==> src/rtl/hazard_ctrl.sv <==
// hazard_ctrl: pipeline stall/flush controller covering load-use, taken branches and memory waits.
// A watchdog releases a stuck memory access, and two counters track stall cycles and branch flushes.
module hazard_ctrl #(
    parameter int TIMEOUT = 16,
    parameter int CNT_W   = 32
) (
    input  logic             clk,
    input  logic             rst,
    input  logic [4:0]       id_rs1,
    input  logic [4:0]       id_rs2,
    input  logic             id_rs1_used,
    input  logic             id_rs2_used,
    input  logic [4:0]       ex_rd,
    input  logic             ex_is_load,
    input  logic             ex_branch_taken,
    input  logic             mem_req,
    input  logic             dmem_ready,
    input  logic             err_clr,
    output logic             stall_f,
    output logic             stall_d,
    output logic             stall_e,
    output logic             stall_m,
    output logic             flush_d,
    output logic             flush_e,
    output logic             flush_w,
    output logic             mem_err,
    output logic [CNT_W-1:0] stall_cnt,
    output logic [CNT_W-1:0] flush_cnt
);
    localparam int WW = $clog2(TIMEOUT + 1);

    typedef enum logic {IDLE, MEM_WAIT} state_t;

    state_t           state_q, state_d;
    logic [WW-1:0]    wait_q, wait_d;
    logic             err_q, err_d;
    logic [CNT_W-1:0] stall_cnt_q, stall_cnt_d;
    logic [CNT_W-1:0] flush_cnt_q, flush_cnt_d;
    logic             wd_fire, freeze, loaduse, br, lu;

    assign wd_fire = (state_q == MEM_WAIT) && (wait_q == WW'(TIMEOUT));
    // Gating with rst keeps every control low while reset is held.
    assign freeze  = rst & mem_req & ~dmem_ready & ~wd_fire;
    assign loaduse = ex_is_load & (ex_rd != 5'd0) &
                     ((id_rs1_used & (id_rs1 == ex_rd)) | (id_rs2_used & (id_rs2 == ex_rd)));
    assign br      = rst & ex_branch_taken & ~freeze;
    assign lu      = rst & loaduse & ~freeze & ~ex_branch_taken;

    assign stall_f   = freeze | lu;
    assign stall_d   = freeze | lu;
    assign stall_e   = freeze;
    assign stall_m   = freeze;
    assign flush_d   = br;
    assign flush_e   = br | lu;
    assign flush_w   = freeze;
    assign mem_err   = err_q;
    assign stall_cnt = stall_cnt_q;
    assign flush_cnt = flush_cnt_q;

    always_comb begin
        state_d     = state_q;
        wait_d      = wait_q;
        if (state_q == IDLE) begin
            if (freeze) begin
                state_d = MEM_WAIT;
                wait_d  = WW'(1);
            end
        end else if (dmem_ready || wd_fire) begin
            state_d = IDLE;
            wait_d  = '0;
        end else begin
            wait_d  = wait_q + 1'b1;
        end
        err_d       = wd_fire ? 1'b1 : (err_clr ? 1'b0 : err_q);
        stall_cnt_d = (stall_f | stall_m) ? stall_cnt_q + 1'b1 : stall_cnt_q;
        flush_cnt_d = flush_d ? flush_cnt_q + 1'b1 : flush_cnt_q;
    end

    always_ff @(posedge clk or negedge rst) begin
        if (!rst) begin
            state_q     <= IDLE;
            wait_q      <= '0;
            err_q       <= 1'b0;
            stall_cnt_q <= '0;
            flush_cnt_q <= '0;
        end else begin
            state_q     <= state_d;
            wait_q      <= wait_d;
            err_q       <= err_d;
            stall_cnt_q <= stall_cnt_d;
            flush_cnt_q <= flush_cnt_d;
        end
    end
endmodule
==> config.mk <==
export PLATFORM = sky130hd
export DESIGN_NAME = hazard_ctrl
export DESIGN_NICKNAME = d
export VERILOG_FILES = /design/src/rtl/hazard_ctrl.sv
export SDC_FILE = /design/constraint.sdc
export NUM_CORES = 1
export LEC_CHECK = 0
export ABC_AREA = 1
export BUFFER_PORTS_ARGS = -buffer_cell sky130_fd_sc_hd__buf_4
export CAP_MARGIN = 10
export CORE_ASPECT_RATIO = 1.25
export CORE_MARGIN = 8
export CORE_UTILIZATION = 36
export DETAILED_ROUTE_END_ITERATION = 12
export MAX_ROUTING_LAYER = met4
export PLACE_DENSITY = 0.53
export RECOVER_POWER = 50
export SLEW_MARGIN = 20
export SYNTH_ARGS = -nofsm -noshare
export SYNTH_HDL_FRONTEND = slang
export SYNTH_SLANG_ARGS = --single-unit
==> constraint.sdc <==
create_clock -name clk -period 4.5 [get_ports clk]
set_input_delay 1.35 -clock clk [delete_from_list [all_inputs] [get_ports clk]]
set_output_delay 1.35 -clock clk [all_outputs]
set_load 0.005 [all_outputs]
# Word-level counts from Yosys, hierarchy flattened
# Index checks and enable logic that the tools add are counted.
# op_classes
eq_ne	3
addsub	3
n_bitwise	20
reduce_logical	5
mux	8
# ops
op	count
adder 32 x 1 -> 32 bit (second input constant)	2
2-to-1 mux 5 bit	3
AND 1 bit	12
== test 5 bit	2
adder 5 x 1 -> 5 bit (second input constant)	1
== test 5 bit (second input constant)	1
2-to-1 mux 1 bit	5
nonzero test 5 bit	1
inverter 1 bit	4
OR 1 bit	4
nonzero test 2 bit	2
logical AND 1 bit	1
logical OR 1 bit	1
# word_totals
register_bits	71
out_inout_bits	72
inputBits	24

# Depth between registers and ports, before layout
# Gate-level depths: netlist of run 1.
# depth
word_depth	9
depth_mapped	11

# Worst setup path before layout of run 1
# Ideal clock, no wire load.
# synth_timing
path_type	input to output
from	input ex_rd[2]
to	output stall_f
arrival_time_ns	2.162
path_slack_ns	0.988
path_stages	10
cell_sequence	inv_1 nand2_1 nand2_1 nor2_1 nand3_1 nand2_1 nand2_2 nand2_2 buf_4 buf_4
# synth_between
elab_chain_cells	8
word_cells_on_any_way	12
cone_classes	eq/ne (2); bitwise (9); reduce/logical (1)
# synth_rtl
element	line_no	rtl
start, declared	13	input logic [4:0] ex_rd,
== test 5 bit	45	((id_rs1_used & (id_rs1 == ex_rd)) | (id_rs2_used & (id_rs2 == ex_rd)));
AND 1 bit	45	
OR 1 bit	45	
AND 1 bit *	44	assign loaduse = ex_is_load & (ex_rd != 5'd0) &
AND 1 bit * (3 in a row)	47	assign lu = rst & loaduse & ~freeze & ~ex_branch_taken;
OR 1 bit *	-	
end, declared	19	output logic stall_f,
# Mark *: on every way between the ends. The rest lies on a longest branch, timed or not.

# Worst setup path in the final report of run 1
# layout_timing
from	input ex_rd[3]
to	output stall_d
# layout_between
elab_chain_cells	8
word_cells_on_any_way	12
cone_classes	eq/ne (2); bitwise (9); reduce/logical (1)
# layout_rtl
element	line_no	rtl
== test 5 bit	45	
AND 1 bit	45	
OR 1 bit	45	
AND 1 bit *	44	
AND 1 bit * (3 in a row)	47	
OR 1 bit *	50	assign stall_d = freeze | lu;
end, declared	20	output logic stall_d,
# Marked as above.

==> results of run 1 <==
-- cells by family after synthesis --
group | after synthesis | share of synthesized area (%)
compound gates | 13 | 1.60
flops | 71 | 36.2
buf+inv | 62 | 6.27
xor+xnor | 34 | 6.06
fa+ha+maj | 4 | 1.02
simple gates | 547 | 48.9
-- final timing paths --
path | cells past startpoint | slack (ps) | from | end
worst min register to register | 2 | 520 | mem_err$_DFFE_PN0P_ | mem_err$_DFFE_PN0P_
max in group asynchronous | 2 | 2410 | rst | flush_cnt[1]$_DFFE_PN0P_
worst max register to register | 8 | 1730 | wait_q[0]$_DFFE_PN0P_ | wait_q[0]$_DFFE_PN0P_
min in group asynchronous | 1 | 860 | rst | stall_cnt[17]$_DFFE_PN0P_
worst min-delay path | 2 | 520 | mem_err$_DFFE_PN0P_ | mem_err$_DFFE_PN0P_
worst max-delay path | 10 | 840 | ex_rd[3] | stall_d
-- per-stage QoR --
| stage | hold slack, ps | instance area (um2) |
|---|---|---|
| after CTS | 526 | 6070 |
| after global routing | 549 | 6040 |
| after global placement | 511 | 5750 |
| after floorplan | 488 | 4910 |
| final | 524 | 6040 |
| after detailed placement | 515 | 5750 |
-- flip-flops by register name, summed over array words and instances (netlist names) --
name       cells
wait_q         5
mem_err        1
stall_cnt     32
flush_cnt     32
state_q        1
-- tightest hold or removal path: cells and delay by family (launching register included) --
kind	cells	cell delay [ps]
flip-flops	1	380
AO/OA/AOI/OAI	1	60
buffers and inverters	1	50
-- synth_stat cells --
library cell and count:
sky130_fd_sc_hd__xor2_1 19, sky130_fd_sc_hd__inv_1 42, sky130_fd_sc_hd__nand3b_1 22, sky130_fd_sc_hd__nor2_2 6, sky130_fd_sc_hd__o21bai_1 1, sky130_fd_sc_hd__inv_2 3, sky130_fd_sc_hd__nand3_1 53, sky130_fd_sc_hd__nand2_2 6
sky130_fd_sc_hd__o21ai_2 3, sky130_fd_sc_hd__nand3_4 2, sky130_fd_sc_hd__nor2_1 103, sky130_fd_sc_hd__nand4_1 6, sky130_fd_sc_hd__nor2_8 1, sky130_fd_sc_hd__buf_6 5, sky130_fd_sc_hd__buf_4 9, sky130_fd_sc_hd__xnor2_1 15
sky130_fd_sc_hd__dfrtp_1 71, sky130_fd_sc_hd__nand2_1 331, sky130_fd_sc_hd__o21ai_0 7, sky130_fd_sc_hd__buf_2 3, sky130_fd_sc_hd__nor2_4 10, sky130_fd_sc_hd__ha_1 4, sky130_fd_sc_hd__nor3_1 3, sky130_fd_sc_hd__nand2_4 3
sky130_fd_sc_hd__nand4_2 1, sky130_fd_sc_hd__o21ai_1 2
-- power groups by stage --
stage	sequential, uW	combinational (uW)	clock [uW]
after global placement	807	349	0
after floorplan	786	189	0
final	796	343	776
after global routing	808	386	822
after CTS	797	360	795
after detailed placement	809	359	0
-- layer usage --
metal / GRT usage (%) / up-vias
li1: - / 2460
met1: 19.1 / 2259
met2: 32.8 / 109
met3: 3.13 / 24
met4: 6.83 / 0
met5: - / -
-- final cells by class --
cell class | instances | area share, %
Clock buffer | 10 | 3.79
Clock inverter | 6 | 1.41
Inverter | 45 | 2.79
Multi-Input combinational cell | 598 | 46.8
Sequential cell | 71 | 29.4
Tap cell | 171 | 3.54
Timing Repair Buffer | 102 | 12.3
==> metrics.log, run 1 <==
INFO  metric run_status = finished, violations left
INFO  metric violated_checks = max-capacitance violations, max-slew violations
INFO  metric share_comb_of_total_power = 17.9%
INFO  metric unrepaired_setup_endpoints_after_global_routing = no
INFO  metric wire_per_inst = 15.2 um
INFO  metric placement_rows = 47
INFO  metric synthesis.area = 0.00491 mm2
INFO  metric timing_hold_violations_final = 0
INFO  metric synth.top_cells.by_area = sky130_fd_sc_hd__dfrtp_1 (36%), sky130_fd_sc_hd__nand2_1 (25%), sky130_fd_sc_hd__nor2_1 (7.9%)
INFO  metric placement.setup.worst_slack = approximately 830 ps
INFO  metric yosys_warnings = 0
INFO  metric final_core_util = 45.5%
INFO  metric worstMarginPinSlew = 1770 ps
INFO  metric vdd.ir_drop.worst = 0.220 mV
INFO  metric totalPowerFinal = approximately 1900 uW
INFO  metric viasPerCell = about 4.8
INFO  metric final_layout_fill_cell_count = 1436
INFO  metric slew_limit_headroom = -17.7%
INFO  metric portBuffers = between 90 and 100
INFO  metric worstPathMaxFanout = 6
INFO  metric setup_tns = 0 ps
INFO  metric critical_path_arrival = approximately 2300 ps
INFO  metric place_inst = between 900 and 1000
INFO  metric sw_frac_of_total = 30.7%
INFO  metric most_frequent_cells_in_the_layout = sky130_fd_sc_hd__nand2_1 (331), sky130_fd_sc_hd__nor2_1 (103), sky130_fd_sc_hd__dfrtp_1 (71)
INFO  metric final.setup_skew = 11.1 ps
INFO  metric syn_nets = 759
INFO  metric chipHeight = 147 um
INFO  metric fraction_of_the_yosys_area_taken_by_sequential_cells = 36.2%
INFO  metric grt_start_max_net_pins = 46
INFO  metric leakage = 0.00293 uW
INFO  metric post_synth_top_area_cell = sky130_fd_sc_hd__dfrtp_1
INFO  metric synthesis.instances = 731
INFO  metric setup_violations = 0
INFO  metric timing.critical_path.cells = buf_4 > inv_1 > nand2_1 > nand2_1 > nor2_1 > nand3_1 > nand2_1 > nand2_2 > nand2_2 > buf_4
INFO  metric areaGrowthSynthToFinish = 23.1%
INFO  metric critical_path.endpoint_type = output pin
INFO  metric routed-wl-met2 = 8100 um
INFO  metric buffers_inverters_on_critical_path = 3
INFO  metric worstHoldPathType = reg -> reg
INFO  metric cts.sinks = about 70
INFO  metric pwr-share-clk = around 41%
INFO  metric cp_data_required_time = between 3000 and 4000 ps
INFO  metric timing_worst_setup_path_type = in -> out
INFO  metric drive_gt1_share = 17.5%
INFO  metric regArea = 0.00178 mm2
INFO  metric min_period_over_period = ~81%
INFO  metric totalWireLength = 15200 um
INFO  metric cts-resized-gates = 0
INFO  metric synthDistinctLibCells = 26
INFO  metric insertedDiodeCount = 0
INFO  metric ctsHoldBuffers = 0
INFO  metric worst_setup_hold_path_clk_slew = 60 ps
INFO  metric stdcell_count = about 1000
INFO  metric cts.path.max_buffers = 2
INFO  metric max_cap_violations = 1
INFO  metric internal_power = 1330 uW
INFO  metric dr.pass1.iters = 4
INFO  metric netlist.area_leader.share = 36.2%
INFO  metric yosys_register_bits = 71
INFO  metric share_seq_of_total_power = 41.6%
INFO  metric switching_power = 587 uW
INFO  metric clock_latency = 340 ps
INFO  metric maxSlewViolCount = 38
INFO  metric global_route_wire_length_before_repair = 24800 um
INFO  metric die_area = 0.0177 mm2
INFO  metric floorplan.initialDensity = 37.0%
INFO  metric synth_area_per_cell = 6.72 um2
INFO  metric worstSetupStartpointType = input pin
INFO  metric critical-path-top-cell-by-count = sky130_fd_sc_hd__nand2_1
INFO  metric dp.final_hpwl = 11700 um
INFO  metric postLayoutSetupSlackWorst = 840 ps
INFO  metric finalNetCount = 855
INFO  metric core-area = between 0.01 and 0.015 mm2
INFO  metric gp_routability_congestion = 0.922
INFO  metric die_w = 120 um
INFO  metric achievable-frequency = 273 MHz
INFO  metric htreeDepth = 3
INFO  metric ant_nets = 0
INFO  metric global_route.overflow_total = 0
INFO  metric multi_input_area = 0.00283 mm2
INFO  metric max_stage_delay = ~190 ps
INFO  metric drt-met1-wl = 6160 um
INFO  metric commonest_non_fill_non_tap_cell_in_the_layout = sky130_fd_sc_hd__nand2_1
INFO  metric antenna_found_initial = 0
INFO  metric clock-root-buffer = sky130_fd_sc_hd__clkbuf_16
INFO  metric power_per_cell_area = around 320 mW/mm2
INFO  metric post_detailed_route_drc_marker_count = 0
INFO  metric track_usage = 18.1%
INFO  metric cts_tree = done
INFO  metric drt-initial-drc-count = 270
INFO  metric critical-path-top-delay-family = simple AND/OR/NAND/NOR gates
INFO  metric met3_wirelength = 556 um
INFO  metric grt_pass1_vias = 4852
INFO  metric highest_layer = met4
INFO  metric cts_buffers = 9
INFO  metric io_pins = 96
INFO  metric postCtsSetupRepairBufs = 0
INFO  metric period_minus_slack = 3660 ps
INFO  metric critical_path.slowest_cell = sky130_fd_sc_hd__nand2_2
INFO  metric num_vias = 4852
No activity file was read; power rests on OpenSTA's default activity.
==> run 2: changes to the inputs <==
clock period = 3.7 ns   (was 4.5 ns; I/O delays follow)
==> run 2 against run 1 <==
Compared with the run above:
- the run still ends with max-capacitance violations, max-slew violations left
- clock power increased by 27%
- core utilization decreased by 0.085 points
- non-clock buffer count decreased by 1
- critical endpoint is now flush_e
==> metrics.log, run 2 (synthesis gave the netlist of run 1 again) <==
INFO  metric run_status = finished, violations left
INFO  metric violated_checks = max-capacitance violations, max-slew violations
INFO  metric cts.path.max_buffers = 2 (unchanged)
INFO  metric critPathLaunch = rst
INFO  metric finalNetCount = 854 (-0.12%)
INFO  metric period_minus_slack = 3380 ps
INFO  metric achievable-frequency = 296 MHz
INFO  metric r2r-end = wait_q[0]$_DFFE_PN0P_
INFO  metric cts_tree = done
INFO  metric leakage = 0.00295 uW (+0.63%)
INFO  metric vdd.ir_drop.worst = 0.317 mV (+44%)
INFO  metric maxSlewViolCount = 110 (+190%)
INFO  metric worstSetupStartpointType = input pin
INFO  metric cts_buffers = 9 (unchanged)
INFO  metric worst-r2r-setup-slack = 1020 ps (-710 ps)
INFO  metric setup_tns = 0 ps (unchanged)
INFO  metric critical_path.endpoint_type = output pin
INFO  metric ant_nets = 0 (unchanged)
INFO  metric timing.rr.start = wait_q[0]$_DFFE_PN0P_
INFO  metric postCtsSetupRepairBufs = 0 (unchanged)
INFO  metric placement_rows = 47 (unchanged)
INFO  metric cts-resized-gates = 0 (unchanged)
INFO  metric placement.setup.worst_slack = 453 ps (-380 ps)
INFO  metric internal_power = 1650 uW (+25%)
INFO  metric max_cap_violations = 2 (+1)
INFO  metric die_area = 0.0177 mm2 (unchanged)
INFO  metric portBuffers = 95 (unchanged)
INFO  metric pwr-share-clk = 41.7% (+1.2 points)
INFO  metric core-area = 0.0133 mm2 (unchanged)
INFO  metric sw_frac_of_total = 30.1% (-0.56 points)
INFO  metric areaGrowthSynthToFinish = 22.8%
INFO  metric clock-root-buffer = sky130_fd_sc_hd__clkbuf_16
INFO  metric finish.instance_area = 0.00603 mm2 (-0.19%)
INFO  metric die_w = 120 um (unchanged)
INFO  metric switching_power = 712 uW (+21%)
INFO  metric post_detailed_route_drc_marker_count = 0 (unchanged)
INFO  metric crit_end = flush_e
INFO  metric critical_path_arrival = 2270 ps (-40 ps)
INFO  metric timing_hold_violations_final = 0 (unchanged)
INFO  metric antenna_found_initial = 0 (unchanged)
INFO  metric gp_routability_congestion = 0.947 (+2.7%)
INFO  metric viasPerCell = 4.83 (-0.17%)
INFO  metric final_layout_fill_cell_count = 1417 (-1.3%)
INFO  metric min_period_over_period = 91.4%
INFO  metric cts.sinks = 71 (unchanged)
INFO  metric share_seq_of_total_power = 41.0% (-0.6 points)
INFO  metric grt_util_met2 = 32.2% (-0.53 points)
INFO  metric cp_data_required_time = 2590 ps (-560 ps)
INFO  metric insertedDiodeCount = 0 (unchanged)
INFO  metric dp.final_hpwl = 11700 um (about the same)
INFO  metric unrepaired_setup_endpoints_after_global_routing = no
INFO  metric share_comb_of_total_power = 17.4% (-0.5 points)
INFO  metric ctsHoldBuffers = 0 (unchanged)
INFO  metric postLayoutSetupSlackWorst = 318 ps (-521 ps)
INFO  metric setup_violations = 0 (unchanged)
INFO  metric met3_usage = 3.67% (+0.54 points)
INFO  metric met1_grt_util = 19.0% (-0.15 points)
INFO  metric track_usage = 18.1% (about the same)
INFO  metric io_pins = 96 (unchanged)
INFO  metric drive_gt1_share = 17.2% (-0.34 points)
INFO  metric slew_limit_headroom = -23.1% (-5.4 points)
INFO  metric chipHeight = 147 um (unchanged)
INFO  metric grt_pass1_vias = 4824 (-0.58%)
INFO  metric grt_busiest_layer = met2
INFO  metric power_per_cell_area = 392 mW/mm2 (+24%)
INFO  metric drt-initial-drc-count = 271 (+0.37%)
INFO  metric dr.pass1.iters = 5 (+1)
INFO  metric global_route.overflow_total = 0 (unchanged)
INFO  metric worst_setup_hold_path_clk_slew = 60 ps (about the same)
INFO  metric hold_ws = 529 ps (+5.44 ps)
INFO  metric grt_start_max_net_pins = 72 (+57%)
INFO  metric global_route_wire_length_before_repair = 24700 um (-0.36%)
INFO  metric commonest_non_fill_non_tap_cell_in_the_layout = sky130_fd_sc_hd__nand2_1
INFO  metric worstHoldPathType = reg -> reg
INFO  metric clock_latency = 340 ps (about the same)
INFO  metric final.setup_skew = 4.45 ps (-6.65 ps)
INFO  metric worstPathMaxFanout = 5 (-1)
INFO  metric worstMarginPinSlew = 1850 ps (+80.8 ps)
INFO  metric placed_area = 0.00575 mm2 (-0.13%)
INFO  metric totalWireLength = 15300 um (+0.59%)
INFO  metric r2r.worst_path.cells = 8 (unchanged)
INFO  metric num_vias = 4839 (-0.27%)
INFO  metric htreeDepth = 3 (unchanged)
INFO  metric floorplan.initialDensity = 37.0% (unchanged)
INFO  metric most_frequent_cells_in_the_layout = sky130_fd_sc_hd__nand2_1 (331), sky130_fd_sc_hd__nor2_1 (104), sky130_fd_sc_hd__buf_4 (90)
INFO  metric final_core_util = 45.4% (-0.085 points)
INFO  metric timing_worst_setup_path_type = in -> out
INFO  metric wire_per_inst = 15.3 um (+0.69%)
run 2: worst max-delay path, stage by stage:
cell	delay [ps]
sky130_fd_sc_hd__clkbuf_1	250
sky130_fd_sc_hd__nand2_1	80
sky130_fd_sc_hd__nor2_1	170
sky130_fd_sc_hd__nand2_4	90
sky130_fd_sc_hd__inv_1	230
sky130_fd_sc_hd__o21ai_0	170
sky130_fd_sc_hd__buf_4	160
run 2: metrics by stage:
step                      instances  power (uW)
final                          1002        2360
after global placement          986        1410
after floorplan                 731        1190
after detailed placement        986        1420
after global routing           1002        2480
after CTS                      1002        2410
run 2: final cells by class:
class / count / area (um2) / share of cell area, %
inverters: 45 / 169 / 2.80
multi-input cells: 598 / 2800 / 46.5
well taps: 171 / 214 / 3.55
flip-flops and latches: 71 / 1780 / 29.4
repair buffers: 101 / 737 / 12.2
clock inverters: 5 / 80.1 / 1.33
clock buffers: 11 / 253 / 4.19
run 2: power groups by stage:
stage	sequential [uW]	combinational [uW]	clock, uW
6_report	969	411	986
5_1_grt	982	466	1040
4_1_cts	971	434	1010
3_5_place_dp	984	432	0
3_3_place_gp	983	427	0
2_1_floorplan	956	229	0
run 2: how the worst min path moves through the flow:
stage          cells after the start                     start                  endpoint
5_1_grt                            1  flush_cnt[5]$_DFFE_PN0P_  flush_cnt[5]$_DFFE_PN0P_
3_3_place_gp                       2       mem_err$_DFFE_PN0P_       mem_err$_DFFE_PN0P_
4_1_cts                            1  flush_cnt[5]$_DFFE_PN0P_  flush_cnt[5]$_DFFE_PN0P_
6_report                           1  flush_cnt[5]$_DFFE_PN0P_  flush_cnt[5]$_DFFE_PN0P_
3_5_place_dp                       1  flush_cnt[5]$_DFFE_PN0P_  flush_cnt[5]$_DFFE_PN0P_
2_1_floorplan                      1         state_q$_DFF_PN0_     wait_q[0]$_DFFE_PN0P_
run 2: routing by layer:
layer  part of all wire, %  vias up  routed length (um)
met1                    41     2251                6220
met3                   3.7       22                 570
met5                     0        -                   0
li1                      -     2462                   -
met2                    53      104                8110
met4                   2.7        0                 409
